==> src/rtl/shifter_pkg.sv <==
// -----------------------------------------------------------------------------
// shifter_pkg
// Shared definitions for the shifter library, used by both the serial-in
// shift registers and the parallel-in/serial-out serializer.
//   - shift_state_e : two-state shifter FSM encoding (ST_IDLE, ST_SHIFT)
//   - CNT_W(n)      : width of a bit counter covering 0..n-1
// -----------------------------------------------------------------------------
package shifter_pkg;

    typedef enum logic {
        ST_IDLE  = 1'b0,
        ST_SHIFT = 1'b1
    } shift_state_e;

    // Width of a counter that must hold values 0..n-1; at least one bit.
    function automatic int CNT_W(input int n);
        return (n > 1) ? $clog2(n) : 1;
    endfunction

endpackage

==> src/rtl/piso_serializer.sv <==
// -----------------------------------------------------------------------------
// piso_serializer
// Parallel-in, serial-out converter. Accepts N-bit words over a valid/ready
// handshake and emits them one bit per clock, framed by valid/first/last.
// A one-word holding register lets the next word wait while the current word
// is shifting, giving gapless back-to-back words at one word per N cycles.
//
// Parameters:
//   N         : word width in bits (N >= 2)
//   MSB_FIRST : 1 = bit N-1 sent first (shift left), 0 = bit 0 first (shift right)
//
// Ports:
//   clk        in   clock, rising edge
//   resetn     in   synchronous active-low reset
//   in_data    in   [N-1:0] parallel word
//   in_valid   in   in_data valid this cycle
//   in_ready   out  word can be accepted this cycle (registered state only)
//   out_bit    out  serial data bit (0 when idle)
//   out_valid  out  out_bit carries data
//   out_first  out  first bit of a word
//   out_last   out  last bit of a word
//   busy       out  a word is shifting or held
// -----------------------------------------------------------------------------
module piso_serializer
    import shifter_pkg::*;
#(
    parameter int N         = 8,
    parameter int MSB_FIRST = 1
) (
    input  logic         clk,
    input  logic         resetn,
    input  logic [N-1:0] in_data,
    input  logic         in_valid,
    output logic         in_ready,
    output logic         out_bit,
    output logic         out_valid,
    output logic         out_first,
    output logic         out_last,
    output logic         busy
);

    localparam int CW = CNT_W(N);
    localparam logic [CW-1:0] CNT_LAST = CW'(N - 1);

    shift_state_e  state_r, state_s;
    logic [N-1:0]  sreg_r, sreg_s;
    logic [CW-1:0] cnt_r, cnt_s;
    logic [N-1:0]  hold_r, hold_s;
    logic          hold_full_r, hold_full_s;

    logic          accept_s;
    logic          word_end_s;
    logic [N-1:0]  sreg_shifted_s;

    // Handshake and end-of-word decode; in_ready never depends on in_valid.
    assign accept_s       = in_valid && !hold_full_r;
    assign word_end_s     = (state_r == ST_SHIFT) && (cnt_r == CNT_LAST);
    assign sreg_shifted_s = (MSB_FIRST != 0) ? {sreg_r[N-2:0], 1'b0}
                                             : {1'b0, sreg_r[N-1:1]};

    // State register: synchronous reset discards any word in flight or held.
    always_ff @(posedge clk) begin
        if (!resetn) begin
            state_r     <= ST_IDLE;
            sreg_r      <= '0;
            cnt_r       <= '0;
            hold_r      <= '0;
            hold_full_r <= 1'b0;
        end else begin
            state_r     <= state_s;
            sreg_r      <= sreg_s;
            cnt_r       <= cnt_s;
            hold_r      <= hold_s;
            hold_full_r <= hold_full_s;
        end
    end

    // Next-state logic: load, shift, hold refill and return to idle.
    always_comb begin
        state_s     = state_r;
        sreg_s      = sreg_r;
        cnt_s       = cnt_r;
        hold_s      = hold_r;
        hold_full_s = hold_full_r;
        case (state_r)
            ST_IDLE: begin
                if (accept_s) begin
                    // Bypass the hold: first bit appears the very next cycle.
                    sreg_s  = in_data;
                    cnt_s   = '0;
                    state_s = ST_SHIFT;
                end else begin
                    state_s = ST_IDLE;
                end
            end
            ST_SHIFT: begin
                if (!word_end_s) begin
                    sreg_s = sreg_shifted_s;
                    cnt_s  = cnt_r + CW'(1);
                    if (accept_s) begin
                        hold_s      = in_data;
                        hold_full_s = 1'b1;
                    end else begin
                        hold_full_s = hold_full_r;
                    end
                end else if (hold_full_r) begin
                    // in_ready is low here, so no accept can collide.
                    sreg_s      = hold_r;
                    cnt_s       = '0;
                    hold_full_s = 1'b0;
                end else if (accept_s) begin
                    sreg_s = in_data;
                    cnt_s  = '0;
                end else begin
                    state_s = ST_IDLE;
                end
            end
            default: begin
                state_s = ST_IDLE;
            end
        endcase
    end

    // Output decode straight from registered state.
    assign in_ready  = !hold_full_r;
    assign out_valid = (state_r == ST_SHIFT);
    assign out_bit   = (state_r == ST_SHIFT)
                     ? ((MSB_FIRST != 0) ? sreg_r[N-1] : sreg_r[0])
                     : 1'b0;
    assign out_first = (state_r == ST_SHIFT) && (cnt_r == '0);
    assign out_last  = (state_r == ST_SHIFT) && (cnt_r == CNT_LAST);
    assign busy      = (state_r == ST_SHIFT) || hold_full_r;

endmodule

==> config.mk <==
export PLATFORM = sky130hd
export DESIGN_NAME = piso_serializer
export DESIGN_NICKNAME = d
export VERILOG_FILES = /design/src/rtl/shifter_pkg.sv /design/src/rtl/piso_serializer.sv
export SDC_FILE = /design/constraint.sdc
export NUM_CORES = 1
export LEC_CHECK = 0
export BUFFER_PORTS_ARGS = -buffer_cell sky130_fd_sc_hd__clkbuf_2
export CORE_UTILIZATION = 50
export CTS_CLUSTER_SIZE = 30
export DETAILED_ROUTE_END_ITERATION = 10
export PLACE_DENSITY = 0.72
export SYNTH_ARGS = -nofsm -noshare
export SYNTH_HDL_FRONTEND = slang
export SYNTH_SLANG_ARGS = --single-unit
==> constraint.sdc <==
create_clock -name clk -period 1.7 [get_ports clk]
set_clock_uncertainty 0.1 [all_clocks]
set_input_delay 0.17 -clock clk [delete_from_list [all_inputs] [get_ports clk]]
set_output_delay 0.17 -clock clk [all_outputs]
set_load 0.02 [all_outputs]
# Word-level counts from Yosys, hierarchy flattened
# Index checks and enable logic that the tools add are counted.
# word_totals
regBits	21
input_bits	11
out_inout_bits	6
wordCells	33
# op_classes
addsub	1
eq_ne	1
n_mux	15
bitwise_logic	2
n_reduce_logical	9
# op_table
cell	count
$mux 8	3
$pmux 8 s2	1
$mux 3	3
$mux 1	6
$pmux 3 s2	1
$add 3x1->3 const B	1
$eq 3x3->1 const B	1
$logic_and 1x1->1	3
$logic_not 3->1	1
$reduce_and 3->1	1
$not 1->1	2
$pmux 1 s2	1
$reduce_and 2->1	1
$reduce_bool 2->1	1
$logic_not 1->1	1
$logic_or 1x1->1	1

# Logic depth before layout (Yosys ltp)
# Gate-level depths: netlist (run 1).
# depth
ltp_word	6
mapped_depth	6
depth_no_buf	5

# Worst setup path before layout (run 1)
# OpenSTA, ideal clock, no wires.
# synth_timing
path_kind	reg2reg
from	register cnt_r[0]
to	register hold_r[0]
setup_time_ps	116
arrival_time_ps	1319
setup_slack_ps	165
path_stages_with_launch	7
synth_period_minus_slack_ps	1535
path_cell_list	dfxtp_1 > ha_1 > ha_1 > and4bb_1 > buf_6 > mux2i_1 > nor2b_1
# synth_between
elab_chain_len	4
# synth_lines
item	line	source
from (decl)	piso_serializer.sv:47	logic [CW-1:0] cnt_r, cnt_s;
from (signal assigned)	piso_serializer.sv:72	cnt_r <= cnt_s;
$eq 3x3->1	piso_serializer.sv:57	assign word_end_s = (state_r == ST_SHIFT) && (cnt_r == CNT_LAST);
$logic_and 1x1->1	piso_serializer.sv:57	
$not 1->1 (no source line)	--	
$reduce_and 3->1 (no source line)	--	
to (signal assigned)	piso_serializer.sv:73	hold_r <= hold_s;
to (decl)	piso_serializer.sv:48	logic [N-1:0] hold_r, hold_s;
# No other way between the ends.
# A chain may end at the register's enable or synchronous reset.

# Final worst setup path (run 1)
# layout_timing
from	register cnt_r[0]
to	output out_last
# layout_between
elab_chain_len	2
# layout_lines
item	line	source
$eq 3x3->1	piso_serializer.sv:131	assign out_last = (state_r == ST_SHIFT) && (cnt_r == CNT_LAST);
$logic_and 1x1->1	piso_serializer.sv:131	
to (decl)	piso_serializer.sv:38	output logic out_last,
# No other way between the ends.

==> flow_summary.toml, run 1 <==
[setup_path]
start_kind = "flop"
critical_path_class = "flop to primary output"
crit_top_cell = "ha_4"
slowest_delay_ps = 350
critPathCaptureType = "primary output"
required_ps = 1430
slowest_stage = "dfxtp_2"
cp_cell_sequence = "ha_4 -> ha_4 -> buf_6 -> nand2_4 -> inv_1 -> clkbuf_4"
r2r_slack_ps = 130
worstPathArrival_ps = 1370
crit_fanout = 3

[final_layout]
drive_gt1_frac = 0.293
syn2layout_area_growth_pct = 22.6
layout_common_cells = "dfxtp_1, mux2i_1, clkbuf_2"
finish.instance_area_um2 = 1230
diodes = 0
nets = 148
final_common_cell = "dfxtp_1"

[logic_synthesis]
synth_area_per_cell_um2 = 9.16
seq_area_frac_synth = 0.417
synth_top_cell_by_area = "dfxtp_1"
syn_area_um2 = 1010
synthTopCellsByArea = "dfxtp_1, mux2i_1, nor2b_1"
synth_cell_type_count = 24
ys_ff_latch = 21
syn_inst = 110
synth_fp_nets = 124
synth_top_cell_area_share = 0.417
ys_warn_count = 0

[drt]
finalWirelength_um = 2080
drcViolationCount = 0
firstDrtPassIters = 4
wl_per_cell_um = 13.1
drtIter0Drc = 18
viasPerCell = 5.31
vias = 839
antenna_left = 0

[timing]
setup_viol = 0
whs_ps = 26.8
fin_tns_setup_ps = 0
period_share = 0.965
worstMarginPinSlew_ps = 443
hold_violations = 0
slew_violations = 0
slew_headroom = 0.704
max_freq_mhz = 610
rsz0062_at_grt = "no"
fin_ws_ps = 59.9
fin_crit_ps = 1640

[floorplan]
coreArea_um2 = 1800
die_x_um = 46.9
ioPinCount = 17
initial_core_util = 0.559
fp.dieH_um = 46.9
dieArea_um2 = 2200
rows = 15

[place]
post-dp-hpwl_um = 1380
routabilityCongestion = 0.888
place_ws_ps = 54.2
place_area_um2 = 1120
place.port_buffers = 16

[global_route]
track_usage = 0.229
antenna_found_initial = 0
grt_pass1_wl_um = 3420
grt-ovfl-total = 0
grt_max_degree = 15
grt_pass1_vias = 766

[cts]
ctsHtreeMaxLevel = 1
cts-hold-fix-buffers = 0
clock_latency_ps = 320
cts_root_buffer = "clkbuf_4"
path_clk_slew_ps = 120
cts_made_buffers = 3
cts_sinks = 21
cts_buffer_depth = 2
cts_tree = "done"

[power_and_ir_drop]
power_density_nw_per_um2 = 769
power_mw = 0.950
p_leak_nw = 0.552
vdd_drop_max_mv = 0.500

[job]
max-cap-violations = 0

[worst_hold_path]
hold_path.class = "primary input to flop"

[outcome]
outcome = "finished, final reports clean"
[worst max-delay path, delay by kind of cell, from the launching register on]
family	cells	cell delay, ps
DFF	1	350
buffers and inverters	3	310
and+or+nand+nor	1	70
adders and majority gates	2	320
[metrics by stage]
stage	utilization	std cells
4_1_cts	0.662	158
2_1_floorplan	-	110
3_5_place_dp	0.619	150
5_1_grt	0.685	158
3_3_place_gp	0.619	150
6_report	0.685	158
[power breakdown]
group / leakage [nW] / internal [mW] / switching (mW)
logic: 0.361 / 0.0746 / 0.0829
clock network: 0.0177 / 0.0882 / 0.160
registers: 0.172 / 0.520 / 0.0236
[final timing paths]
check,startpoint,to,cells past startpoint
min reg2reg,hold_r[0],sreg_r[0],2
min,in_data[5],hold_r[5],3
max,cnt_r[0],out_last,6
max reg2reg,cnt_r[0],hold_r[2],6
[what timing repair did]
item | 4_1_cts | 5_1_grt
setup endpoints to repair | 1 | 15
resized for setup | 7 | 7
buffers inserted | 4 | 0
[final cells by class]
class	count	area, um2
flip-flops and latches	21	423
inverters	6	26.3
fillers	155	567
well taps	25	31.3
multi-input cells	77	573
clock inverters	1	5.00
repair buffers	25	154
clock buffers	3	22.5
[flip-flops by register name, indices dropped and copies added, names as in the netlist]
| name | flops |
|---|---|
| out_valid | 1 |
| sreg_r | 8 |
| cnt_r | 3 |
| hold_r | 8 |
| hold_full_r | 1 |
[routing by layer]
layer / up-vias / routed length (um) / share of wire / global-route usage
met5: - / 0 / 0 / 0
met4: 0 / 44 / 0.021 / 0.149
met3: 5 / 61 / 0.029 / 0.0538
met2: 17 / 940 / 0.45 / 0.328
met1: 389 / 1030 / 0.50 / 0.307
li1: 428 / - / - / -
[cell families after synthesis]
group | share of synthesized area
AND/OR/NAND/NOR | 0.196
AO/OA/AOI/OAI | 0.128
flip-flops | 0.417
multiplexers | 0.159
buffers and inverters | 0.0621
adder cells (fa/ha/maj) | 0.0373
[synthesized netlist by cell type (all sizes together)]
cell and instances:
o22ai 8, a21oi 10, nor3b 1, nor3 2
nand2 7, and4bb 1, mux2i 16, inv 6
nand3 1, o21ai 5, dfxtp 21, ha 3
nor2b 10, and3 7, nand2b 1, nor2 3
buf 5, and2 2, clkbuf 1
No activity file was read; power rests on OpenSTA's default activity.
==> run 2: changes to the inputs <==
Settings changed: ABC_AREA set to 1.
==> run 2 against run 1 <==
  * First-iteration DRC count grew 67%
  * Highest routed layer unchanged
  * Total power grew 2.3%
  * Worst setup slack gained 31 ps
  * Global-route usage shrank 1.2 points
  * Via count grew 27%
  * Critical path depth shrank 1
  * Worst hold slack lost 26 ps
  * Utilization shrank 4.5 points
  * Critical endpoint unchanged
==> flow_summary.toml, run 2 <==
[power_and_ir_drop]
vdd_drop_max_mv = 0.489
power_mw = 0.971
power_frac_seq = 0.557
p_sw_frac = 0.294
combPwrFrac = 0.193
power_frac_clock = 0.250
p_leak_nw = 0.585
p_switching_mw = 0.285
power_density_nw_per_um2 = 757
internal-power_mw = 0.686

[setup_path]
worstSetupStartpoint = "cnt_r[1]"
slowest_delay_ps = 370
cp_top_family = "flip-flops"
crit_path_end = "out_last"
cp_num_buf_inv = 2
start_kind = "flop"
r2r_end = "sreg_r[4]"
reg2regPathDepth = 6
critPathCaptureType = "primary output"
worstPathArrival_ps = 1340
path_depth = 5
critical_path_class = "flop to primary output"
r2r_slack_ps = 160
required_ps = 1430
timing.rr.start = "cnt_r[1]"
slowest_stage = "dfxtp_2"
cp_cell_sequence = "ha_2 -> ha_4 -> nand2_2 -> inv_2 -> clkbuf_4"
crit_fanout = 4

[timing]
fin_crit_ps = 1610
max_freq_mhz = 621
hold_violations = 0
setup_viol = 0
fin_tns_setup_ps = 0
worstMarginPinSlew_ps = 426
whs_ps = 0.816
period_share = 0.947
rsz0062_at_grt = "no"
slew_violations = 0
slew_headroom = 0.716

[outcome]
outcome = "finished, final reports clean"

[drt]
antenna_left = 0
finalWirelength_um = 2310
wl_per_cell_um = 10.6
drtIter0Drc = 30
firstDrtPassIters = 4
drcViolationCount = 0
viasPerCell = 4.85
vias = 1062

[final_layout]
nets = 207
layout_common_cells = "nor2_1, nand2_1, inv_1"
drive_gt1_frac = 0.182
multi_input_area_um2 = 536
syn2layout_area_growth_pct = 17.4
reg_top3 = "hold_r (8), sreg_r (8), cnt_r (3)"
regArea_um2 = 424
diodes = 0
final_common_cell = "nor2_1"
fillers = 196

[job]
max-cap-violations = 0

[cts]
cts_root_buffer = "clkbuf_4"
ctsHtreeMaxLevel = 1
clock_latency_ps = 300
path_clk_slew_ps = 120
cts_buffer_depth = 2
cts_made_buffers = 3
cts_tree = "done"
cts_sinks = 21

[global_route]
grt-ovfl-total = 0
grt_max_degree = 15
grt_pass1_vias = 937
antenna_found_initial = 0
grt_pass1_wl_um = 4030
track_usage = 0.217

[logic_synthesis]
synth_area_per_cell_um2 = 6.46
synth_enable_flop_cells = 0
ys_warn_count = 0
async_flop_share = 0
synth_cell_type_count = 19
ys_ff_latch = 21
syn_area_um2 = 1090
synth_fp_nets = 183
synth_top_cell_by_area = "dfxtp_1"
seq_area_frac_synth = 0.385
synthTopCellsByArea = "dfxtp_1, nand2_1, nor2_1"
synth_top_flop_cell = "dfxtp_1"
syn_inst = 169
synth_top_cell_area_share = 0.385
synthTopCellsByCount = "nand2_1, nor2_1, inv_1, dfxtp_1, a21oi_1"

[floorplan]
fp.dieH_um = 48.7
coreArea_um2 = 2000
rows = 16
ioPinCount = 17
initial_core_util = 0.546
die_x_um = 48.7
dieArea_um2 = 2380

[worst_hold_path]
hold_path.class = "primary input to flop"

[place]
routabilityCongestion = 0.834
post-dp-hpwl_um = 1630
place.port_buffers = 16
[run 2: changes by cell type after synthesis, moves of 8 or more]
cell / change
nor2_1: +32
nand2_1: +28
o22ai_1: -8
mux2i_1: -16
nor2b_1: -10
inv_1: +28
[run 2: how the worst min path moves through the flow]
stage | from | end | slack (ps) | cells past startpoint
2_1_floorplan | resetn | cnt_r[1] | 200 | 2
3_3_place_gp | in_data[4] | hold_r[4] | 310 | 3
3_5_place_dp | in_data[5] | hold_r[5] | 320 | 3
4_1_cts | in_data[0] | hold_r[0] | 0.9 | 3
5_1_grt | in_data[0] | hold_r[0] | 8 | 3
6_report | in_data[1] | hold_r[1] | 0.8 | 3
[run 2: timing repair]
item | 4_1_cts | 5_1_grt
hold endpoints to repair | 3 | 0
buffers inserted | 0 | 1
pin swaps | 0 | 1
resized for setup | 3 | 6
cloned | 0 | 0
hold buffers | 3 | 0
setup endpoints to repair | 1 | 11
[run 2: cells by family after synthesis]
family                   after synthesis  synth area share
AO/OA/AOI/OAI                         25             0.125
adder cells (fa/ha/maj)                3            0.0344
buffers and inverters                 37             0.141
flip-flops                            21             0.385
AND/OR/NAND/NOR                       83             0.315
[run 2: tightest hold or removal path: cells and delay by family]
family	cells	cell delay, ps
buf+inv	1	90
compound gates	1	60
simple gates	1	50
[run 2: per-layer routing]
metal | track usage | vias to the layer above | wire [um]
met5 | 0 | - | 0
met1 | 0.291 | 466 | 1050
met4 | 0.0980 | 0 | 21
met2 | 0.343 | 32 | 1110
li1 | - | 562 | -
met3 | 0.0346 | 2 | 132
[run 2: final cells by class]
cell class | instances | share of cell area
clock buffers | 4 | 0.0205
inverters | 34 | 0.0995
multi-input cells | 111 | 0.418
flip-flops and latches | 21 | 0.331
well taps | 27 | 0.0263
repair buffers | 22 | 0.105
[run 2: power groups by stage]
stage,logic (mW),registers (mW),clock network (mW)
6_report,0.188,0.541,0.243
5_1_grt,0.213,0.546,0.270
4_1_cts,0.186,0.540,0.249
3_5_place_dp,0.178,0.551,0
3_3_place_gp,0.175,0.550,0
2_1_floorplan,0.128,0.548,0
[run 2: through the flow]
stage          worst slack [ps]  std cells   util  area (um2)
6_report                   90.6        219  0.641        1280
5_1_grt                    12.5        219  0.641        1280
4_1_cts                    8.99        218  0.628        1260
3_5_place_dp                105        211  0.597        1190
3_3_place_gp                133        211  0.597        1190
2_1_floorplan               231        169      -        1090
==> run 3: changes to the inputs <==
Settings changed: PLACE_DENSITY 0.72 to unset, PLACE_DENSITY_LB_ADDON set to 0.12.
==> run 3 against run 2 <==
  * The run now ends with hold timing left
  * Sequential share of layout area rose by 0.19 points
  * Total power is essentially flat
  * Register-to-register slack got worse by 20 ps
  * Sequential cell count unchanged
  * Worst hold slack lost 3.4 ps
  * Global-route usage increased by 0.090 points
  * Fmax shrank 0.57%
  * Worst setup slack worse by 9.3 ps
  * Clock-buffer cell count stayed put
  * Critical path depth did not move
  * Utilization fell by 0.56 points
  * Clock power hardly changed
  * Largest cell class unchanged
==> flow_summary.toml, run 3 (synthesis gave the netlist of run 2 again) <==
[setup_path]
r2r_slack_ps = 140
required_ps = 1430
cp_top_family = "flip-flops"
slowest_stage = "dfxtp_2"
cp_num_buf_inv = 2
critical_path_class = "flop to primary output"
crit_fanout = 4
cp_cell_sequence = "ha_2 -> ha_4 -> nand2_2 -> inv_2 -> clkbuf_4"
critPathCaptureType = "primary output"
slowest_delay_ps = 360
start_kind = "flop"
worstPathArrival_ps = 1350

[cts]
cts_tree = "done"
clock_latency_ps = 300
cts_buffer_depth = 2
ctsHtreeMaxLevel = 1
cts_made_buffers = 3
path_clk_slew_ps = 120
cts_root_buffer = "clkbuf_4"
cts_sinks = 21

[outcome]
violations = "hold timing"
outcome = "finished, violations left"

[drt]
finalWirelength_um = 2390
firstDrtPassIters = 4
antenna_left = 0
viasPerCell = 4.86
drcViolationCount = 0
drtIter0Drc = 51
vias = 1060
wl_per_cell_um = 11.0

[floorplan]
ioPinCount = 17
fp.dieH_um = 48.7
die_x_um = 48.7
dieArea_um2 = 2380
rows = 16
coreArea_um2 = 2000
initial_core_util = 0.546

[global_route]
antenna_found_initial = 0
grt_pass1_vias = 901
track_usage = 0.218
grt-ovfl-total = 0
grt_pass1_wl_um = 4040
grt_max_degree = 15

[timing]
hold_violations = 1
slew_headroom = 0.702
fin_crit_ps = 1620
period_share = 0.952
worstMarginPinSlew_ps = 446
fin_tns_setup_ps = 0
whs_ps = -2.59
slew_violations = 0
max_freq_mhz = 618
rsz0062_at_grt = "no"
setup_viol = 0

[job]
max-cap-violations = 0

[final_layout]
fillers = 192
layout_common_cells = "nor2_1, nand2_1, inv_1"
fin_util = 0.635
nets = 206
diodes = 0
final_common_cell = "nor2_1"
syn2layout_area_growth_pct = 16.4
drive_gt1_frac = 0.178
reg_top3 = "hold_r (8), sreg_r (8), cnt_r (3)"

[place]
post-dp-hpwl_um = 1640
routabilityCongestion = 0.786
place.port_buffers = 16

[power_and_ir_drop]
p_sw_frac = 0.297
p_leak_nw = 0.581
vdd_drop_max_mv = 0.378
power_frac_seq = 0.557
internal-power_mw = 0.683
p_switching_mw = 0.289
power_frac_clock = 0.252
combPwrFrac = 0.191
power_density_nw_per_um2 = 764

[worst_hold_path]
hold_path.class = "primary input to flop"
## run 3: cell types whose count changed in the layout (fill, tap and decap cells not counted), sizes merged
cell,previous run,this run
dlygate4sd3,3,2
## run 3: area by class of cell
type | instances | area, um2 | share of cell area
clock buffers | 4 | 26.3 | 0.0207
inverters | 34 | 128 | 0.100
multi-input cells | 111 | 536 | 0.421
flip-flops and latches | 21 | 423 | 0.333
well taps | 27 | 33.8 | 0.0266
repair buffers | 21 | 125 | 0.0984
## run 3: path summary, 6_finish.rpt
kind / from / endpoint / cells after the start
max: cnt_r[0] / out_last / 5
max reg2reg: cnt_r[0] / hold_r[7] / 8
min: in_data[1] / hold_r[1] / 3
min reg2reg: hold_r[0] / hold_r[0] / 2
## run 3: worst register-to-register path, delay by kind of cell, from the launching register on
| family | cells | cell delay [ps] |
|---|---|---|
| adder cells (fa/ha/maj) | 2 | 370 |
| flip-flops | 1 | 350 |
| buffers and inverters | 2 | 200 |
| AO/OA/AOI/OAI | 1 | 60 |
| AND/OR/NAND/NOR | 3 | 370 |
## run 3: metal layers
layer,track usage,share of wire,up-vias
li1,-,-,556
met5,0,0,-
met2,0.361,0.47,41
met4,0.0735,0.017,0
met1,0.289,0.45,457
met3,0.0314,0.062,6
## run 3: stage by stage
step	power (mW)	cell area, um2	setup WS, ps	hold slack, ps	std cells
floorplan	0.677	1090	231	196	169
global placement	0.725	1190	144	309	211
detailed placement	0.729	1190	101	325	211
CTS	0.970	1250	31.3	3.94	217
global route	1.03	1270	10.8	7.10	218
finish	0.971	1270	81.3	-2.59	218
## run 3: timing repair
action / CTS / global route
gates resized for setup: 5 / 3
hold buffers: 1 / 1
setup buffers: 1 / 0
endpoints found under the hold margin: 1 / 1
endpoints found under the setup margin: 1 / 1
## run 3: power by group through the flow
stage          sequential [mW]  clock, mW  combinational [mW]
6_report                 0.541      0.245               0.186
3_3_place_gp             0.549          0               0.176
3_5_place_dp             0.550          0               0.179
5_1_grt                  0.545      0.272               0.210
4_1_cts                  0.540      0.246               0.184
2_1_floorplan            0.548          0               0.128
